===== config.mk =====
export PLATFORM = sky130hd
export DESIGN_NAME = crc16_frame_tx_flat
export DESIGN_NICKNAME = d
export VERILOG_FILES = /design/src/rtl/crc16_pkg.sv /design/src/rtl/crc16_frame_tx_if.sv /design/src/rtl/crc16_ser_step.sv /design/src/rtl/crc16_frame_tx.sv /design/src/flat_wrapper.sv
export SDC_FILE = /design/constraint.sdc
export NUM_CORES = 1
export LEC_CHECK = 0
export BUFFER_PORTS_ARGS = -buffer_cell sky130_fd_sc_hd__buf_2
export CAP_MARGIN = 10
export CORE_ASPECT_RATIO = 0.9
export CORE_MARGIN = 8
export CORE_UTILIZATION = 40
export DETAILED_ROUTE_END_ITERATION = 7
export MAX_ROUTING_LAYER = met4
export PLACE_DENSITY = 0.63
export SLEW_MARGIN = 20
export SYNTH_ARGS = -nofsm -noshare
export SYNTH_HDL_FRONTEND = slang
export SYNTH_SLANG_ARGS = --single-unit
export TNS_END_PERCENT = 50

===== constraint.sdc =====
create_clock -name clk -period 3.1 [get_ports clk]
set_clock_uncertainty 0.05 [all_clocks]
set_input_delay 0.31 -clock clk [delete_from_list [all_inputs] [get_ports clk]]
set_output_delay 0.31 -clock clk [all_outputs]
set_load 0.02 [all_outputs]

===== src/rtl/crc16_pkg.sv =====
// Shared constants, state type and final-CRC helper for the CRC-16 serial framer.
// Optional macro CRC16_XOROUT_EN: when defined the appended CRC is inverted (xorout 16'hFFFF).
package crc16_pkg;

  localparam logic [15:0] CRC16_POLY = 16'h1021;
  localparam logic [15:0] CRC16_SEED = 16'hFFFF;

  typedef enum logic [1:0] {
    IDLE = 2'd0,
    DATA = 2'd1,
    WAIT = 2'd2,
    CRC  = 2'd3
  } state_e;

  // Value that goes on the wire and into crc_out once the data bits are done.
  function automatic logic [15:0] crc16_final(input logic [15:0] lfsr);
`ifdef CRC16_XOROUT_EN
    return ~lfsr;
`else
    return lfsr;
`endif
  endfunction

endpackage


===== src/rtl/crc16_frame_tx_if.sv =====
// Byte input handshake plus serial output bundle of the CRC-16 framer.
// master: upstream byte source and serial link; slave: the framer itself.
interface crc16_frame_tx_if;
  logic [7:0]  s_data;
  logic        s_valid;
  logic        s_last;
  logic        s_ready;
  logic        tx_en;
  logic        tx_bit;
  logic        tx_valid;
  logic        tx_sof;
  logic        tx_eof;
  logic        busy;
  logic [15:0] crc_out;

  modport master (
    output s_data, s_valid, s_last, tx_en,
    input  s_ready, tx_bit, tx_valid, tx_sof, tx_eof, busy, crc_out
  );

  modport slave (
    input  s_data, s_valid, s_last, tx_en,
    output s_ready, tx_bit, tx_valid, tx_sof, tx_eof, busy, crc_out
  );
endinterface


===== src/rtl/crc16_ser_step.sv =====
// One-bit serial CRC-16 LFSR update; shared with the receive-side checker.
module crc16_ser_step
  import crc16_pkg::*;
(
  input  logic [15:0] i_lfsr,
  input  logic        i_bit,
  output logic [15:0] o_lfsr
);

  logic w_fb;

  // Feedback is the incoming bit against the register MSB.
  always_comb begin
    w_fb   = i_bit ^ i_lfsr[15];
    o_lfsr = {i_lfsr[14:0], 1'b0} ^ (w_fb ? CRC16_POLY : 16'h0000);
  end

endmodule


===== src/rtl/crc16_frame_tx.sv =====
// Byte-to-serial framer: shifts bytes out MSB-first on tx_en strobes, then appends CRC-16.
// Optional macro CRC16_XOROUT_EN (see crc16_pkg) inverts the appended CRC and crc_out.
module crc16_frame_tx
  import crc16_pkg::*;
#(
  parameter logic [15:0] SEED       = CRC16_SEED,
  parameter logic        IDLE_LEVEL = 1'b1
) (
  input  logic             clk,
  input  logic             rst,
  crc16_frame_tx_if.slave  io_bus
);

  state_e      r_state;
  state_e      w_state_next;
  logic [7:0]  r_shreg;
  logic        r_last;
  logic [15:0] r_lfsr;
  logic [3:0]  r_bitcnt;
  logic [15:0] r_crcsh;
  logic [7:0]  r_hold;
  logic        r_hold_last;
  logic        r_hold_full;
  logic        r_sof;
  logic [15:0] r_crc_out;

  logic        w_tx_valid;
  logic        w_ready;
  logic        w_step;
  logic        w_accept;
  logic        w_byte_end;
  logic [15:0] w_lfsr_next;

  crc16_ser_step u_step (
    .i_lfsr (r_lfsr),
    .i_bit  (r_shreg[7]),
    .o_lfsr (w_lfsr_next)
  );

  // Handshake qualifiers; s_ready is forced low while reset is asserted.
  always_comb begin
    w_step     = io_bus.tx_en & w_tx_valid;
    w_accept   = io_bus.s_valid & w_ready & rst;
    w_byte_end = w_step & (r_bitcnt == 4'd0);
  end

  // State register.
  always_ff @(posedge clk or negedge rst) begin
    if (!rst) begin
      r_state <= IDLE;
    end else begin
      r_state <= w_state_next;
    end
  end

  // Next-state logic.
  always_comb begin
    w_state_next = r_state;
    case (r_state)
      IDLE: if (w_accept) w_state_next = DATA;
      DATA: begin
        if (w_byte_end) begin
          if (r_last)                        w_state_next = CRC;
          else if (r_hold_full || w_accept)  w_state_next = DATA;
          else                               w_state_next = WAIT;
        end
      end
      WAIT: if (w_accept) w_state_next = DATA;
      CRC:  if (w_byte_end) w_state_next = IDLE;
      default: w_state_next = IDLE;
    endcase
  end

  // Output decode from the current state.
  always_comb begin
    w_tx_valid       = 1'b0;
    w_ready          = 1'b0;
    io_bus.tx_bit    = IDLE_LEVEL;
    io_bus.tx_sof    = 1'b0;
    io_bus.tx_eof    = 1'b0;
    io_bus.busy      = (r_state != IDLE);
    case (r_state)
      IDLE: w_ready = 1'b1;
      DATA: begin
        w_tx_valid    = 1'b1;
        io_bus.tx_bit = r_shreg[7];
        io_bus.tx_sof = r_sof;
        // A last byte in the shifter or hold blocks further input until IDLE.
        w_ready       = ~r_hold_full & ~r_last;
      end
      WAIT: w_ready = 1'b1;
      CRC: begin
        w_tx_valid    = 1'b1;
        io_bus.tx_bit = r_crcsh[15];
        io_bus.tx_eof = (r_bitcnt == 4'd0);
      end
      default: ;
    endcase
    io_bus.tx_valid = w_tx_valid;
    io_bus.s_ready  = w_ready & rst;
    io_bus.crc_out  = r_crc_out;
  end

  // Datapath: shifter, LFSR, bit counter, skid register and result capture.
  always_ff @(posedge clk or negedge rst) begin
    if (!rst) begin
      r_shreg     <= 8'h00;
      r_last      <= 1'b0;
      r_lfsr      <= 16'h0000;
      r_bitcnt    <= 4'd0;
      r_crcsh     <= 16'h0000;
      r_hold      <= 8'h00;
      r_hold_last <= 1'b0;
      r_hold_full <= 1'b0;
      r_sof       <= 1'b0;
      r_crc_out   <= 16'h0000;
    end else begin
      case (r_state)
        IDLE: begin
          if (w_accept) begin
            r_shreg  <= io_bus.s_data;
            r_last   <= io_bus.s_last;
            r_lfsr   <= SEED;
            r_bitcnt <= 4'd7;
            r_sof    <= 1'b1;
          end
        end
        DATA: begin
          if (w_step) begin
            r_lfsr <= w_lfsr_next;
            r_sof  <= 1'b0;
            if (r_bitcnt == 4'd0) begin
              if (r_last) begin
                r_crcsh  <= crc16_final(w_lfsr_next);
                r_bitcnt <= 4'd15;
              end else if (r_hold_full) begin
                r_shreg     <= r_hold;
                r_last      <= r_hold_last;
                r_hold_full <= 1'b0;
                r_bitcnt    <= 4'd7;
              end else if (w_accept) begin
                r_shreg  <= io_bus.s_data;
                r_last   <= io_bus.s_last;
                r_bitcnt <= 4'd7;
              end
            end else begin
              r_shreg  <= {r_shreg[6:0], 1'b0};
              r_bitcnt <= r_bitcnt - 4'd1;
            end
          end
          // At a byte boundary an accepted byte bypasses the skid register.
          if (w_accept && !w_byte_end) begin
            r_hold      <= io_bus.s_data;
            r_hold_last <= io_bus.s_last;
            r_hold_full <= 1'b1;
          end
        end
        WAIT: begin
          if (w_accept) begin
            r_shreg  <= io_bus.s_data;
            r_last   <= io_bus.s_last;
            r_bitcnt <= 4'd7;
          end
        end
        CRC: begin
          if (w_step) begin
            r_crcsh  <= {r_crcsh[14:0], 1'b0};
            r_bitcnt <= r_bitcnt - 4'd1;
            if (r_bitcnt == 4'd0) r_crc_out <= crc16_final(r_lfsr);
          end
        end
        default: ;
      endcase
    end
  end

endmodule


===== src/flat_wrapper.sv =====
// flat-port wrapper written by rule: the top's interface ports become plain ports
module crc16_frame_tx_flat import crc16_pkg::*;
#(
  parameter logic [15:0] SEED       = CRC16_SEED,
  parameter logic        IDLE_LEVEL = 1'b1
)
  (clk, rst, io_bus_s_data, io_bus_s_valid, io_bus_s_last, io_bus_tx_en, io_bus_s_ready, io_bus_tx_bit, io_bus_tx_valid, io_bus_tx_sof, io_bus_tx_eof, io_bus_busy, io_bus_crc_out);
  crc16_frame_tx_if io_bus_i ();
  input  logic clk;
  input  logic rst;
  input wire logic [$bits(io_bus_i.s_data)-1:0] io_bus_s_data;
  input wire logic [$bits(io_bus_i.s_valid)-1:0] io_bus_s_valid;
  input wire logic [$bits(io_bus_i.s_last)-1:0] io_bus_s_last;
  input wire logic [$bits(io_bus_i.tx_en)-1:0] io_bus_tx_en;
  output wire logic [$bits(io_bus_i.s_ready)-1:0] io_bus_s_ready;
  output wire logic [$bits(io_bus_i.tx_bit)-1:0] io_bus_tx_bit;
  output wire logic [$bits(io_bus_i.tx_valid)-1:0] io_bus_tx_valid;
  output wire logic [$bits(io_bus_i.tx_sof)-1:0] io_bus_tx_sof;
  output wire logic [$bits(io_bus_i.tx_eof)-1:0] io_bus_tx_eof;
  output wire logic [$bits(io_bus_i.busy)-1:0] io_bus_busy;
  output wire logic [$bits(io_bus_i.crc_out)-1:0] io_bus_crc_out;
  assign io_bus_i.s_data = io_bus_s_data;
  assign io_bus_i.s_valid = io_bus_s_valid;
  assign io_bus_i.s_last = io_bus_s_last;
  assign io_bus_i.tx_en = io_bus_tx_en;
  assign io_bus_s_ready = io_bus_i.s_ready;
  assign io_bus_tx_bit = io_bus_i.tx_bit;
  assign io_bus_tx_valid = io_bus_i.tx_valid;
  assign io_bus_tx_sof = io_bus_i.tx_sof;
  assign io_bus_tx_eof = io_bus_i.tx_eof;
  assign io_bus_busy = io_bus_i.busy;
  assign io_bus_crc_out = io_bus_i.crc_out;
  crc16_frame_tx #(.SEED(SEED), .IDLE_LEVEL(IDLE_LEVEL)) u_core (.clk(clk), .rst(rst), .io_bus(io_bus_i));
endmodule

==> results of run 1 <==
registers in the layout, indices dropped and copies added (netlist names), 2 cells and up:
signal,flops
u_core.r_bitcnt,4
u_core.r_state,2
u_core.r_shreg,8
u_core.r_hold,8
u_core.io_bus.crc_out,16
u_core.r_lfsr,16
u_core.r_crcsh,16
power by group:
group,switching [µW],leakage [µW],internal [µW]
registers,297,0.000900,1350
clock network,359,0.0000823,285
logic,655,0.000859,582
total,1310,0.00184,2210
worst paths after layout:
path	start	endpoint	depth (start not counted)
worst max-delay path	rst	io_bus_s_ready	5
worst min-delay path	io_bus_s_data[0]	u_core.r_hold[0]	2
worst max register to register	u_core.r_bitcnt[0]	u_core.r_shreg[4]	6
worst min register to register	u_core.r_crcsh[1]	u_core.r_crcsh[1]	2
max in group asynchronous	rst	u_core.r_bitcnt[3]	3
min in group asynchronous	rst	u_core.r_shreg[4]	2
layer usage:
| layer | track usage (%) | up-vias | share of wire (%) |
|---|---|---|---|
| li1 | - | 1214 | - |
| met1 | 18.2 | 1234 | 49 |
| met2 | 19.6 | 53 | 45 |
| met3 | 3.37 | 10 | 4.7 |
| met4 | 5.51 | 0 | 1.3 |
| met5 | - | - | 0 |
cell type report:
type                    count  share of cell area, %
clock inverters             5                  0.801
multi-input cells         223                   38.0
inverters                   5                  0.480
flip-flops and latches     74                   47.4
well taps                 119                   3.81
clock buffers              10                   3.27
repair buffers             43                   6.21
kinds of logic (layout without fill, tap and decap cells):
logic type / Yosys count / after routing / synth area share [%]
AO/OA/AOI/OAI: 77 / 77 / 14.9
XOR/XNOR: 4 / 4 / 1.02
adder cells (fa/ha/maj): 1 / 1 / 0.364
buffers and inverters: 25 / 63 / 3.02
flip-flops: 74 / 74 / 53.9
multiplexers: 41 / 41 / 12.9
AND/OR/NAND/NOR: 100 / 100 / 14.0
cell usage in the layout, fill, tap and decap left out, types with 5 or more instances in the layout:
master,count
o21ai_0,30
nor2_1,46
nand2_1,24
o221a_2,7
mux2_2,25
a21oi_1,17
buf_2,33
clkbuf_8,9
dfrtp_1,74
inv_1,5
mux2i_1,16
a2bb2oi_1,5
buf_4,9
nor3b_1,9
stage by stage:
step	total power, µW	std cells	hold slack [ns]	setup slack [ns]
after floorplan	2530	322	-0.0356	1.02
after global placement	2850	463	0.155	0.737
after detailed placement	2900	463	0.152	0.631
after CTS	3560	479	0.155	0.393
after global routing	3800	479	0.149	0.215
final	3520	479	0.166	0.433
repair_timing:
item | in CTS | in global routing
endpoints found under the setup margin | 0 | 0
hold endpoints to repair | 17 | 0
hold buffers | 1 | 0
worst reg2reg max path, stage by stage, from the launching register on:
cell and delay (ns):
dfrtp_1 0.43, inv_1 0.08, ha_1 0.24, or3b_2 0.63
o41ai_1 0.37, nand2_1 0.24, o221a_2 0.33
==> impl_results.md, run 1 <==
* Worst-Margin Slew at 0.916 ns
* RSZ-0062 raised after global routing: false
* Setup TNS at 0 ns
* Post-CTS Repair Setup Buffers at 0
* Area grow syn2layout at 13.7%
* Placed Area at 3740 µm²
* Port buffer count at 34
* ANT nets after route at 0
* Vias in the first global route at 2547
* Finished Cell Area at 3910 µm²
* Final setup fails at 0
* Synth Cell Area at 3440 µm²
* Initial antenna violation count at 0
* Top post-synthesis cells by area: dfrtp_1, mux2_2, nor2_1, mux2i_1, o21ai_0
* Total number of vias at 2511
* Critical path, cell by cell: dlygate4sd3_1 -> buf_4 -> buf_4 -> a21boi_0 -> buf_2
* Top-count cell post-synth: dfrtp_1
* GRT overflow at 0
* Status: finished clean
* Multi-input gate area at 1490 µm²
* Fin nets at 370
* Clock Latency Late Sink at 0.34 ns
* Area of the core at 8450 µm²
* Worst min-delay path class: in -> reg
* First-pass GRT wire length at 12800 µm
* Drt pass-1 iters at 4
* Share of flip-flops with an asynchronous set or reset at 100%
* Cell taking the most area after synthesis: dfrtp_1
* Seq/Total Area, Yosys at 53.9%
* Final wirelength at 7390 µm
* First DRT Iteration DRCs at 153
* Worst path slowest cell: buf_4
* Ys Warns at 0
* Peak Freq at 0.375 GHz
* Clk slew on worst S/H paths at 0.08 ns
* Cell count after synthesis at 322
* Flops & latches, synth at 74
* Worst Path Max Fanout at 58
* Final Slew Violations at 0
* Most common cell on crit path: buf_4
* Max Buffers Root-to-Sink at 2
* H-tree Lvls at 3
* Ys flop type: dfrtp_1
* Max-cap viol count at 0
* Placement Rows at 32
* Post-cts resize count at 0
* Residual DRC count at 0
* FILL cells at 803
* Period utilization at 86.0%
* Worst path bufs/invs at 4
* Die Span Y at 104 µm
* Synth top area share at 53.9%
* RePlAce Congestion at 0.810
* Crit path capture type: primary output
* Worst setup path class: in -> out
* Num CTS Buffers at 9
* DIE AREA at 11800 µm²
* Register area at 1850 µm²
* Worst VDD drop at 0.252 mV
* CTS tree: yes
* DR vias/cell at 5.24
* Leakage at 0.00184 µW
* CTS sink cnt at 74
* Post-synth cell types at 44
* Top Ports at 35
* Antenna Cells at 0
* Crit path required time at 2.74 ns
* Die span in x at 114 µm
* Gr usage total at 13.7%
* Starting Density at 40.7%
* R2R Setup Slk at 0.62 ns
* Hold Vio Cnt, Final at 0
* Post-synth EDFFs at 0
* Post-DP HPWL at 4900 µm
* Min cycle time layout at 2.67 ns
* Finished Core Util at 46.2%
* Synth top cells by count: dfrtp_1, nor2_1, o21ai_0
* Largest net degree at the start of global routing at 59
* Slew HR at 38.8%
* Routed len/inst at 15.4 µm
* Syn Nets at 336
* CP peak stage delay at 0.66 ns
* Fraction of layout cells with a size suffix above 1 at 26.7%
* Critical Path Start Type: primary input
* CP arrival at 2.31 ns
* Worst path top cell family by delay: buffers and inverters
* Syn_area_per_cell at 10.7 µm²
* Power per Cell Area at 902 nW/µm²
* Root Driver: clkbuf_8
Note: power is estimated with default switching activity, not from simulation.
==> inputs of run 2 (changes only) <==
--- a/config.mk
+++ b/config.mk
@@ -7,12 +7,14 @@
 export LEC_CHECK = 0
 export BUFFER_PORTS_ARGS = -buffer_cell sky130_fd_sc_hd__buf_2
 export CAP_MARGIN = 10
+export CELL_PAD_IN_SITES_DETAIL_PLACEMENT = 1
+export CELL_PAD_IN_SITES_GLOBAL_PLACEMENT = 2
 export CORE_ASPECT_RATIO = 0.9
 export CORE_MARGIN = 8
 export CORE_UTILIZATION = 40
 export DETAILED_ROUTE_END_ITERATION = 7
 export MAX_ROUTING_LAYER = met4
-export PLACE_DENSITY = 0.63
+export PLACE_DENSITY = 0.87
 export SLEW_MARGIN = 20
 export SYNTH_ARGS = -nofsm -noshare
 export SYNTH_HDL_FRONTEND = slang
==> run 2 against run 1 <==
Compared with the run above:
- critical path depth is 1 higher
- final cell count rose by 0.84%
- first-iteration DRC count is 34% lower
- combinational power hardly changed
- sequential cell count unchanged
- sequential share of layout area is 0.92 points lower
- via count increased by 0.92%
- global-route usage increased by 1.4 points
- worst setup slack better by 0.19 ns
- count of clock-buffer cells in the layout grew 2
- critical path type is now reg -> reg
- highest routed layer unchanged
==> impl_results.md, run 2 (same netlist as run 1, synthesis figures left out) <==
* Placement Rows at 32
* Worst-Margin Slew at 0.792 ns
* Most Used Layer, Global Route: met2
* Worst min-delay path class: in -> reg
* Die Span Y at 104 µm
* Area of the core at 8450 µm²
* Starting Density at 40.7%
* Die span in x at 114 µm
* Post-DP HPWL at 5450 µm
* Post-CTS Repair Setup Buffers at 0
* H-tree Lvls at 3
* FILL cells at 962
* Top Ports at 35
* Worst path slowest cell: or3b_2
* Fin nets at 373
* DR vias/cell at 5.25
* Residual DRC count at 0
* Max Buffers Root-to-Sink at 2
* Total number of vias at 2534
* Largest net degree at the start of global routing at 51
* Max-cap viol count at 0
* M3 GR Usage at 4.24%
* Placed Area at 3760 µm²
* Clock Latency Late Sink at 0.34 ns
* Period utilization at 79.9%
* Worst setup path class: reg -> reg
* Hold Vio Cnt, Final at 0
* Final Slew Violations at 0
* Setup ws final at 0.624 ns
* Total internal power at 2370 µW
* Num CTS Buffers at 9
* First-pass GRT wire length at 13900 µm
* Commonest non-fill, non-tap cell in the layout: dfrtp_1
* Drt pass-1 iters at 5
* Worst Path Max Fanout at 14
* Setup TNS at 0 ns
* CTS sink cnt at 74
* Critical path, cell by cell: inv_1 -> ha_1 -> or3b_2 -> o41ai_1 -> nand2_1 -> o221a_2
* Root Driver: clkbuf_8
* Clk slew on worst S/H paths at 0.08 ns
* Post-cts resize count at 0
* Antenna Cells at 0
* Net Sw Power at 1330 µW
* CP peak stage delay at 0.64 ns
* CP arrival at 2.66 ns
* Met2 GRT Util at 23.2%
* GR Util met1 at 18.8%
* RePlAce Congestion at 0.817
* Gr usage total at 15.1%
* Finished Cell Area at 3980 µm²
* Worst path top cell family by delay: simple AND/OR/NAND/NOR gates
* RSZ-0062 raised after global routing: false
* Status: finished clean
* Setup WS pre-CTS at 0.660 ns
* Sw Ratio at 35.9%
* Min cycle time layout at 2.48 ns
* Port buffer count at 34
* Comb power frac at 34.1%
* Final setup fails at 0
* R2R Setup Slk at 0.62 ns
* DIE AREA at 11800 µm²
* Worst path bufs/invs at 1
* Crit path required time at 3.29 ns
* GRT overflow at 0
* Fraction of layout cells with a size suffix above 1 at 27.7%
* First DRT Iteration DRCs at 101
* ANT nets after route at 0
* Clock power share at 21.5%
* Most frequent cells in the layout: dfrtp_1, nor2_1, buf_2
* Initial antenna violation count at 0
* Slew HR at 47.2%
* Critical Path Start Type: flop
* Final wirelength at 7990 µm
* Power per Cell Area at 930 nW/µm²
* CTS tree: yes
* Worst VDD drop at 0.340 mV
* Leakage at 0.00189 µW
* Crit path capture type: flop
* CTS Hold Bufs at 1
* Vias in the first global route at 2755
* Area grow syn2layout at 15.9%
* Routed len/inst at 16.5 µm
* Peak Freq at 0.404 GHz
* Sequential group share of total power at 44.4%
## run 2: cell types whose count changed in the layout (fill, tap and decap cells not counted)
cell / delta
buf_4: +3
clkbuf_8: +3
clkinv_4: +1
clkinv_2: -1
bufinv_16: +1
inv_6: -1
clkbuf_1: -1
clkinvlp_4: -1
## run 2: area by class of cell
class / instances / area (µm²) / share of cell area [%]
Sequential cell: 74 / 1850 / 46.5
Multi-Input combinational cell: 223 / 1490 / 37.3
Timing Repair Buffer: 46 / 265 / 6.66
Clock buffer: 12 / 165 / 4.15
Tap cell: 119 / 149 / 3.74
Clock inverter: 4 / 48.8 / 1.22
Inverter: 5 / 18.8 / 0.471
## run 2: path summary, 6_finish.rpt
kind                                    startpoint            endpoint  cells after the start
worst max-delay path            u_core.r_bitcnt[0]   u_core.r_shreg[6]                      6
worst min-delay path              io_bus_s_data[3]    u_core.r_hold[3]                      2
worst max register to register  u_core.r_bitcnt[0]   u_core.r_shreg[6]                      6
worst min register to register   u_core.r_crcsh[4]   u_core.r_crcsh[4]                      2
max in group asynchronous                      rst  u_core.r_bitcnt[1]                      4
min in group asynchronous                      rst   u_core.r_shreg[5]                      3
## run 2: power by group through the flow
| stage | clock network, µW | registers [µW] | logic (µW) |
|---|---|---|---|
| after floorplan | 0 | 1640 | 894 |
| after global placement | 0 | 1640 | 1230 |
| after detailed placement | 0 | 1660 | 1290 |
| after CTS | 822 | 1650 | 1290 |
| after global routing | 854 | 1710 | 1420 |
| final | 798 | 1640 | 1260 |
## run 2: metrics by stage
| step | utilization (%) | total power [µW] | std cells | hold WS [ns] |
|---|---|---|---|---|
| after floorplan | - | 2530 | 322 | -0.0356 |
| after global placement | 44.5 | 2870 | 466 | 0.324 |
| after detailed placement | 44.5 | 2940 | 466 | 0.324 |
| after CTS | 47.2 | 3750 | 483 | 0.147 |
| after global routing | 47.2 | 3980 | 483 | 0.145 |
| final | 47.2 | 3700 | 483 | 0.161 |
## run 2: routing by layer
layer	part of all wire, %	routed length (µm)
met5	0	0
met1	48	3850
met2	47	3730
met4	1.3	104
met3	3.8	303
==> inputs of run 3 (changes only) <==
--- a/config.mk
+++ b/config.mk
@@ -11,10 +11,10 @@
 export CELL_PAD_IN_SITES_GLOBAL_PLACEMENT = 2
 export CORE_ASPECT_RATIO = 0.9
 export CORE_MARGIN = 8
-export CORE_UTILIZATION = 40
+export CORE_UTILIZATION = 38
 export DETAILED_ROUTE_END_ITERATION = 7
 export MAX_ROUTING_LAYER = met4
-export PLACE_DENSITY = 0.87
+export PLACE_DENSITY = 0.83
 export SLEW_MARGIN = 20
 export SYNTH_ARGS = -nofsm -noshare
 export SYNTH_HDL_FRONTEND = slang
==> constraint.sdc (replaced) <==
create_clock -name clk -period 2.35 [get_ports clk]
set_clock_uncertainty 0.05 [all_clocks]
set_input_delay 0.235 -clock clk [delete_from_list [all_inputs] [get_ports clk]]
set_output_delay 0.235 -clock clk [all_outputs]
set_load 0.02 [all_outputs]
==> run 3 against run 2 <==
Compared with the run above:
- non-clock buffer count up 8
- power up 39%
- sequential cell count unchanged
- die area up 4.5%
- global-route usage up 0.76 points
- core utilization down 1.5 points
- clock power up 48%
- final cell count up 2.3%
==> impl_results.md, run 3 (same netlist as run 1, synthesis figures left out) <==
* Hold Vio Cnt, Final at 0
* Setup TNS at 0 ns
* CTS sink cnt at 74
* Slew HR at 54.5%
* Period utilization at 95.5%
* Min cycle time layout at 2.24 ns
* Most frequent cells in the layout: dfrtp_1, nor2_1, buf_2
* Die Span Y at 106 µm
* Clock Latency Late Sink at 0.35 ns
* ANT nets after route at 0
* Max-cap viol count at 0
* Crit path capture type: primary output
* Fin nets at 381
* Initial antenna violation count at 0
* Total power at 5160 µW
* Worst path top cell family by delay: simple AND/OR/NAND/NOR gates
* Post-DP HPWL at 5800 µm
* Setup WS pre-CTS at -0.0126 ns
* First-pass GRT wire length at 15000 µm
* First DRT Iteration DRCs at 111
* Finished Cell Area at 4090 µm²
* Area grow syn2layout at 19.0%
* Total number of vias at 2626
* RePlAce Congestion at 0.802
* Residual DRC count at 0
* Worst path bufs/invs at 3
* RSZ-0062 raised after global routing: false
* Worst path slowest cell: or3b_2
* Finished Core Util at 45.7%
* Status: finished clean
* DR vias/cell at 5.32
* Worst-Margin Slew at 0.682 ns
* Peak Freq at 0.445 GHz
* H-tree Lvls at 3
* Worst setup path class: reg -> out
* Crit path required time at 2.07 ns
* Register area at 1850 µm²
* Worst hold start: io_bus_s_data[2]
* Worst VDD drop at 0.529 mV
* Antenna Cells at 0
* Min-Delay Path Depth at 2
* Fraction of layout cells with a size suffix above 1 at 30.1%
* Largest net degree at the start of global routing at 54
* Placed Area at 3810 µm²
* Top Ports at 35
* Die span in x at 116 µm
* Commonest non-fill, non-tap cell in the layout: dfrtp_1
* Clk slew on worst S/H paths at 0.08 ns
* Max Buffers Root-to-Sink at 2
* Worst Reg-to-Reg Cells at 6
* CP arrival at 1.96 ns
* Starting Density at 38.4%
* Num CTS Buffers at 9
* CTS tree: yes
* Final setup fails at 0
* Final wirelength at 8660 µm
* Setup ws final at 0.105 ns
* Worst r2r src: u_core.r_bitcnt[1]
* R2R Setup Slk at 0.11 ns
* Port buffer count at 34
* Gr usage total at 15.8%
* Critical Path Start Type: flop
* Power per Cell Area at 1260 nW/µm²
* GRT overflow at 0
* Drt pass-1 iters at 4
* Final Slew Violations at 0
* Leakage at 0.00193 µW
* Area of the core at 8960 µm²
* Routed len/inst at 17.5 µm
* Vias in the first global route at 2875
* Placement Rows at 33
* DIE AREA at 12300 µm²
* Worst min-delay path class: in -> reg
* Critical path, cell by cell: inv_1 -> ha_4 -> or3b_2 -> buf_6 -> nor2_1 -> buf_2
* WHS Endpoint: u_core.r_hold[2]
* Critical path launch point: u_core.r_bitcnt[1]
* Worst Path Max Fanout at 13
* CP peak stage delay at 0.49 ns
* Multi-input gate area at 1500 µm²
* Root Driver: clkbuf_8
* RR Endpoint: u_core.r_shreg[3]
* FILL cells at 995
[run 3: changes by cell type in the layout (fill, tap and decap cells not counted), sizes merged]
cell / change
clkinv: -2
bufinv: +1
buf: +8
clkinvlp: +1
[run 3: worst register-to-register path: cells and delay by family, from the launching register on]
kind	cells	cell delay [ns]
DFF	1	0.40
AOI/OAI and AO/OA	2	0.67
and+or+nand+nor	2	0.73
buffers and inverters	1	0.11
adders and majority gates	1	0.18
[run 3: area by class of cell]
| cell class | count | area share, % |
|---|---|---|
| clock inverters | 4 | 1.77 |
| inverters | 5 | 0.459 |
| flip-flops and latches | 74 | 45.3 |
| well taps | 122 | 3.73 |
| clock buffers | 12 | 4.04 |
| multi-input cells | 223 | 36.7 |
| repair buffers | 54 | 8.04 |
[run 3: layer usage]
| metal | GRT usage, % | vias to the layer above | part of all wire [%] |
|---|---|---|---|
| li1 | - | 1229 | - |
| met1 | 21.4 | 1329 | 49 |
| met2 | 22.7 | 56 | 45 |
| met3 | 3.63 | 12 | 3.7 |
| met4 | 5.64 | 0 | 1.8 |
| met5 | - | - | 0 |
[run 3: report_power, final]
| group | total (µW) | switching (µW) | internal (µW) |
|---|---|---|---|
| logic | 1820 | 965 | 854 |
| clock network | 1180 | 496 | 684 |
| registers | 2170 | 389 | 1780 |
[run 3: how the worst max path moves through the flow]
stage	endpoint	slack, ns	cells past startpoint
after floorplan	u_core.r_shreg[1]	0.27	6
after global placement	u_core.r_shreg[7]	0.15	6
after detailed placement	u_core.r_shreg[3]	-0.01	6
after CTS	io_bus_tx_eof	0.03	6
after global routing	io_bus_tx_eof	0.02	6
final	io_bus_tx_eof	0.11	6
[run 3: stage by stage]
step / hold slack, ns / instances
detailed placement: 0.0791 / 475
global placement: 0.0757 / 475
CTS: 0.0692 / 493
global route: 0.0772 / 494
finish: 0.0884 / 494
floorplan: -0.111 / 322
[run 3: timing repair]
| action | CTS | global route |
|---|---|---|
| resized for setup | 2 | 3 |
| setup endpoints to repair | 8 | 9 |
| setup buffers | 1 | 1 |
| endpoints found under the hold margin | 21 | 0 |
| hold buffers | 1 | 0 |
